### src/rtl/ram_arbiter.sv
// Two-port round-robin arbiter in front of a single-outstanding shared RAM.
// Latency: accept at T, RAM done at T+L+1, response pulse at T+L+2; ready only in IDLE.
// Backpressure: pn_ready_o low while a transfer is in flight or after a timeout error.
module ram_arbiter #(
   parameter int ADDRESS_WIDTH    = 20,
   parameter int DATA_WIDTH_SHIFT = 4,
   parameter int TIMEOUT          = 64,
   localparam int DATA_WIDTH      = 8 << DATA_WIDTH_SHIFT,
   localparam int LINE_W          = ADDRESS_WIDTH - DATA_WIDTH_SHIFT
) (
   input  logic                  clk_i,
   input  logic                  rst_i,

   input  logic [LINE_W-1:0]     p0_addr_i,
   input  logic [DATA_WIDTH-1:0] p0_data_i,
   input  logic                  p0_we_i,
   input  logic                  p0_valid_i,
   output logic                  p0_ready_o,
   output logic [DATA_WIDTH-1:0] p0_data_o,
   output logic                  p0_valid_o,

   input  logic [LINE_W-1:0]     p1_addr_i,
   input  logic [DATA_WIDTH-1:0] p1_data_i,
   input  logic                  p1_we_i,
   input  logic                  p1_valid_i,
   output logic                  p1_ready_o,
   output logic [DATA_WIDTH-1:0] p1_data_o,
   output logic                  p1_valid_o,

   output logic [LINE_W-1:0]     mem_addr_o,
   output logic [DATA_WIDTH-1:0] mem_data_o,
   output logic                  mem_we_o,
   output logic                  mem_valid_o,
   input  logic [DATA_WIDTH-1:0] mem_data_i,
   input  logic                  mem_valid_i,

   output logic                  err_o
);

   localparam int CNT_W = $clog2(TIMEOUT + 1);

   typedef enum logic [1:0] {
      ST_IDLE,
      ST_BUSY,
      ST_ERROR
   } state_t;

   typedef struct packed {
      logic [LINE_W-1:0]     addr;
      logic [DATA_WIDTH-1:0] dat;
      logic                  we;
      logic                  port;
   } req_t;

   state_t           state;
   logic             rr;
   logic [CNT_W-1:0] tmo_cnt;
   req_t             req_q;
   req_t             req_in;
   logic             gnt_port;
   logic             accept;

   // Round-robin pointer only breaks ties; a lone requester always wins.
   always_comb begin
      gnt_port = rr;
      if (p0_valid_i && !p1_valid_i) begin
         gnt_port = 1'b0;
      end else if (p1_valid_i && !p0_valid_i) begin
         gnt_port = 1'b1;
      end
   end

   assign p0_ready_o = (state == ST_IDLE) & p0_valid_i & ~gnt_port;
   assign p1_ready_o = (state == ST_IDLE) & p1_valid_i & gnt_port;
   assign accept     = p0_ready_o | p1_ready_o;

   always_comb begin
      req_in.port = gnt_port;
      if (gnt_port) begin
         req_in.addr = p1_addr_i;
         req_in.dat  = p1_data_i;
         req_in.we   = p1_we_i;
      end else begin
         req_in.addr = p0_addr_i;
         req_in.dat  = p0_data_i;
         req_in.we   = p0_we_i;
      end
   end

   // Drop the request in the completion cycle so the RAM never sees a second access.
   assign mem_valid_o = (state == ST_BUSY) & ~mem_valid_i;
   assign mem_addr_o  = req_q.addr;
   assign mem_data_o  = req_q.dat;
   assign mem_we_o    = req_q.we;
   assign err_o       = (state == ST_ERROR);

   always_ff @(posedge clk_i) begin
      if (rst_i) begin
         state      <= ST_IDLE;
         rr         <= 1'b0;
         tmo_cnt    <= '0;
         req_q      <= '0;
         p0_valid_o <= 1'b0;
         p1_valid_o <= 1'b0;
         p0_data_o  <= '0;
         p1_data_o  <= '0;
      end else begin
         p0_valid_o <= 1'b0;
         p1_valid_o <= 1'b0;
         case (state)
            ST_IDLE: begin
               if (accept) begin
                  req_q   <= req_in;
                  rr      <= ~gnt_port;
                  tmo_cnt <= '0;
                  state   <= ST_BUSY;
               end
            end
            ST_BUSY: begin
               if (mem_valid_i) begin
                  if (req_q.port) begin
                     p1_data_o  <= mem_data_i;
                     p1_valid_o <= 1'b1;
                  end else begin
                     p0_data_o  <= mem_data_i;
                     p0_valid_o <= 1'b1;
                  end
                  state <= ST_IDLE;
               end else if (tmo_cnt == CNT_W'(TIMEOUT - 1)) begin
                  state <= ST_ERROR;
               end else begin
                  tmo_cnt <= tmo_cnt + 1'b1;
               end
            end
            ST_ERROR: begin
               state <= ST_ERROR;
            end
            default: begin
               state <= ST_IDLE;
            end
         endcase
      end
   end

endmodule

### config.mk
export PLATFORM = sky130hd
export DESIGN_NAME = ram_arbiter
export DESIGN_NICKNAME = d
export VERILOG_FILES = /design/src/rtl/ram_arbiter.sv
export SDC_FILE = /design/constraint.sdc
export NUM_CORES = 1
export LEC_CHECK = 0
export ABC_AREA = 1
export BUFFER_PORTS_ARGS = -buffer_cell sky130_fd_sc_hd__buf_2
export CAP_MARGIN = 15
export CORE_AREA = 2 2 319 321
export DETAILED_ROUTE_END_ITERATION = 10
export DIE_AREA = 0 0 321 323
export GPL_TIMING_DRIVEN = 1
export PLACE_DENSITY = 0.37
export SLEW_MARGIN = 15
export SYNTH_ARGS = -nofsm -noshare
export SYNTH_HDL_FRONTEND = slang
export SYNTH_SLANG_ARGS = --single-unit
### constraint.sdc
create_clock -name clk_i -period 3.2 [get_ports clk_i]
set_input_delay 0.64 -clock clk_i [delete_from_list [all_inputs] [get_ports clk_i]]
set_output_delay 0.64 -clock clk_i [all_outputs]
set_load 0.1 [all_outputs]
Word level (Yosys, flattened, before mapping) --
Index checks and enable logic that the tools add are counted.
Word-level totals: register bits after elaboration 414, input bits 423, output and inout port bits 407, logic and storage cells 54
Cells by class: add/sub/neg operators 1, equal/unequal tests 7, muxes and demuxes 13, bitwise gates (word level) 10, reductions and logical operators 12
Operators by type and width (count):
- 145-bit two-way mux | 1
- 7-bit two-way mux | 3
- 7-bit case mux with 2 select lines | 1
- 7-bit by 1-bit adder with 7-bit output, second input constant | 1
- 7-bit by 6-bit equality test with 1-bit output, second input constant | 1
- 2-bit two-way mux | 3
- 2-bit != test, second input constant | 3
- 2-bit case mux with 3 select lines | 1
- 3-bit AND reduction | 2
- 1-bit AND | 5
- 1-bit two-way mux | 4
- 1-bit NOT | 4
- 2-bit AND reduction | 2
- 4-bit AND reduction | 1
- 3-bit by 2-bit != test with 1-bit output, second input constant | 1
- 3-bit OR reduction | 1
- 2-bit by 1-bit equality test with 1-bit output, second input constant | 1
- 2-bit equality test, second input constant | 1
- 1-bit logical AND | 2
- 1-bit zero test | 2
- 2-bit zero test | 1
- 2-bit nonzero test | 1
- 1-bit bitwise OR | 1

Longest topological paths before layout --
depth after elaboration 9, mapped depth 9

Worst setup path after synthesis --
Ideal clock, no wire load.
kind in2out, start in p1_valid_i, end out p1_ready_o, arrival 1869 ps, data required time 2560 ps, setup slack 691 ps, stages 5, cells stage by stage nor3b_1 buf_2 buf_2 nand2_1 inv_1
On the way: cells in the longest elaborated chain, start to end 4
RTL lines:
- start: declaration | RTL line 25 | input logic p1_valid_i,
- 1-bit logical AND / 1-bit zero test (equally long branches) | RTL line 68, 66
- 1-bit two-way mux / 1-bit logical AND (equally long branches) | RTL line 68, 66
- 1-bit two-way mux | RTL line 66 | if (p0_valid_i && !p1_valid_i) begin
- 1-bit AND * | RTL line 74 | assign p1_ready_o = (state == ST_IDLE) & p1_valid_i & gnt_port;
- end: declaration | RTL line 26 | output logic p1_ready_o,
Every way passes the cells marked *; elsewhere a longest branch is shown, timed or not.

Worst setup path after layout --
start reg state[1], end out p0_ready_o
On the way: cells in the longest elaborated chain, start to end 3
RTL lines:
- start: declaration | RTL line 55 | state_t state;
- start signal: assignment | RTL line 99 | state <= ST_IDLE;
- start signal: assignment | RTL line 116 | state <= ST_BUSY;
- start signal: assignment | RTL line 128 | state <= ST_IDLE;
- 2-bit zero test | RTL line 73 | assign p0_ready_o = (state == ST_IDLE) & p0_valid_i & ~gnt_port;
- 1-bit AND (2 in series) | RTL line 73
- end: declaration | RTL line 18 | output logic p0_ready_o,
No other way between the ends.

==> flow_summary_export.csv <==
group,metric,value,unit
clock_tree,root_buffer,"clkbuf_16",
cells_and_area,fin_cells,4428,
detailed_routing,wl_per_cell,17.0,µm
clock_tree,cts_max_path_buffers,3,
floorplanning,die_w,321,µm
global_route,grt_pass1_wl,109,mm
timing,finClkSkew,16.7,ps
clock_tree,cts_setup_buffers,0,
clock_tree,clkSinkCount,414,
global_route,antenna_found_initial,31,
detailed_routing,antenna_left,0,
detailed_routing,num_vias,17400,
clock_tree,cts_hold_buf,0,
clock_tree,cts-resized-gates,0,
outcome,status,"completed",
placement,place_hpwl,54.8,mm
yosys,yosysSeqAreaShare,47.2,%
yosys,syn_nets,2888,
global_route,grt_pass1_vias,16700,
yosys,synthTopCellsByArea,"dfxtp_1 (47%), nor2_1 (11%), nand2_1 (10%)",
clock_tree,htreeDepth,2,
clock_tree,worstSkewPairLatency,620,ps
yosys,ys_seq_elements,414,
cells_and_area,multi_input_area,6700,µm²
timing,rsz0062_at_grt,"false",
placement,io_buffers,829,
global_route,grt_max_degree,130,
timing,post-route-worst-setup-slack,430,ps
floorplanning,die_y,323,µm
floorplanning,core,101000,µm²
timing,max_slew_margin,40.6,%
timing,fin_crit_sh,86.6,%
clock_tree,cts_buffers,52,
yosys,ys.warnings.count,0,
timing,setup_viol_count_final,0,
floorplanning,rows,117,
yosys,synth_top_cell_by_area,"dfxtp_1",
floorplanning,start_util,17.4,%
cells_and_area,nFillCells,11500,
clock_tree,cts_tree,"built",
cells_and_area,drive_gt1_share,31.0,%
timing,final.setup.tns,0,ps
pwr,p_per_area,681,nW/µm²
cells_and_area,nNetsFinal,3504,
critical_path,cp_max_fo,12,
cells_and_area,seq_area,8290,µm²
floorplanning,die_area,104000,µm²
timing,finalWorstPathRequiredPeriod,2770,ps
yosys,synth_top_area_share,47.2,%
critical_path,crit_path_end_kind,"output pin",
yosys,synthCells,2464,
global_route,track_usage,13.7,%
clock_tree,clk_pin_slew_worst_paths,60,ps
pwr,p_leak,12.5,nW
pwr,peakVddDrop,0.434,mV
yosys,syn_area,17500,µm²
global_route,grt_remaining_overflow,0,
floorplanning,io_pins,830,
cells_and_area,mostFrequentLayoutCell,"buf_2",
critical_path,setup.worst_path.class,"reg2out",
detailed_routing,drt_iter0_drc,696,
detailed_routing,wl,75.1,mm
placement,dpl.cell_count,4335,
detailed_routing,post-route-drc-count,0,
yosys,synth.avg_cell_area,7.12,µm²
cells_and_area,final_cell_mix,"buf_2 (828), nor2_1 (536), nand2_1 (475)",
timing,maxSlewViolCount,0,
timing,fmax,0.361,GHz
placement,place_congestion,0.773,
detailed_routing,first_pass_iters,4,
timing,tightest_slew,891,ps
critical_path,required,2560,ps
timing,finalHoldViolations,0,
job,max_cap_viol_count,0,
critical_path,cp_data_arrival_time,2130,ps
placement,pre_cts_slack,864,ps
cells_and_area,syn2layout_area_growth,34.3,%
yosys,synth_cell_type_count,23,
min_path,hold_class,"in2reg",
detailed_routing,via_per_inst,3.92,
critical_path,crit_path_start_kind,"flip-flop",
-- kinds of logic after synthesis --
family / synth area share (%)
AND/OR/NAND/NOR: 30.4
buffers and inverters: 14.8
flip-flops: 47.2
AO/OA/AOI/OAI: 7.51
adder cells (fa/ha/maj): 0.0713
-- state kept, by name, summed over array words and instances, names as in the netlist --
name / flops
mem_data_o: 128
req_q: 1
rr: 1
mem_addr_o: 16
p0_data_o: 128
p1_valid_o: 1
p1_data_o: 128
state: 2
tmo_cnt: 7
mem_we_o: 1
p0_valid_o: 1
-- per-stage QoR --
| stage | hold slack, ps | utilization, % | power (mW) | area, µm² |
|---|---|---|---|---|
| final | 259 | 23.4 | 16.0 | 23600 |
| after global placement | 458 | 21.7 | 10.3 | 21900 |
| after CTS | 190 | 23.4 | 16.4 | 23500 |
| after floorplan | 446 | - | 9.49 | 17500 |
| after detailed placement | 467 | 21.7 | 10.3 | 21900 |
| after global routing | 222 | 23.4 | 16.8 | 23600 |
-- report_power, final --
group / switching (mW) / leakage, nW / internal [mW]
sequential: 0.184 / 3.38 / 5.51
clock: 2.41 / 0.830 / 3.45
combinational: 3.67 / 8.24 / 0.818
-- critical path: stages, from the launching register on --
cell	delay (ps)
dfxtp_1	370
nor2_1	280
nand3_1	200
inv_4	200
buf_2	460
-- layout make-up --
| cell class | count | area share, % |
|---|---|---|
| sequential | 414 | 35.2 |
| clock inverter | 16 | 0.802 |
| clock buffer | 69 | 6.26 |
| multi-input combinational | 1578 | 28.4 |
| timing repair buffer | 871 | 19.6 |
| antenna | 8 | 0.0850 |
| inverter | 163 | 2.66 |
| tap | 1309 | 6.95 |
-- metal layers --
metal / vias up / share of wire (%) / global-route usage (%)
li1: 8806 / - / -
met1: 7803 / 40 / 15.3
met2: 598 / 48 / 23.8
met3: 126 / 10 / 6.01
met4: 28 / 2.4 / 3.34
met5: - / 0.18 / 0
-- Yosys cell counts --
library cell	instances
a21oi_1	3
buf_1	3
buf_2	65
buf_4	153
buf_6	22
clkbuf_1	64
clkbuf_2	2
dfxtp_1	414
ha_1	1
inv_1	160
inv_2	3
nand2_1	476
nand3_1	298
nand3_2	1
nor2_1	536
nor2_4	1
nor3_2	1
nor3b_1	1
o211ai_1	1
o21ai_0	255
o21ai_1	2
o21ai_2	1
or2_2	1
-- worst paths after layout --
kind,from,to,slack (ps),cells past startpoint
setup / recovery,state[1]$_SDFFE_PP0P_,p0_ready_o,430,4
hold / removal,mem_data_i[34],p0_data_o[34]$_SDFFE_PP0P_,260,3
hold reg to reg,p1_data_o[99]$_SDFFE_PP0P_,p1_data_o[99]$_SDFFE_PP0P_,470,2
setup reg to reg,state[1]$_SDFFE_PP0P_,mem_data_o[23]$_SDFFE_PP0P_,1160,8
No activity file was read; power rests on OpenSTA's default activity.
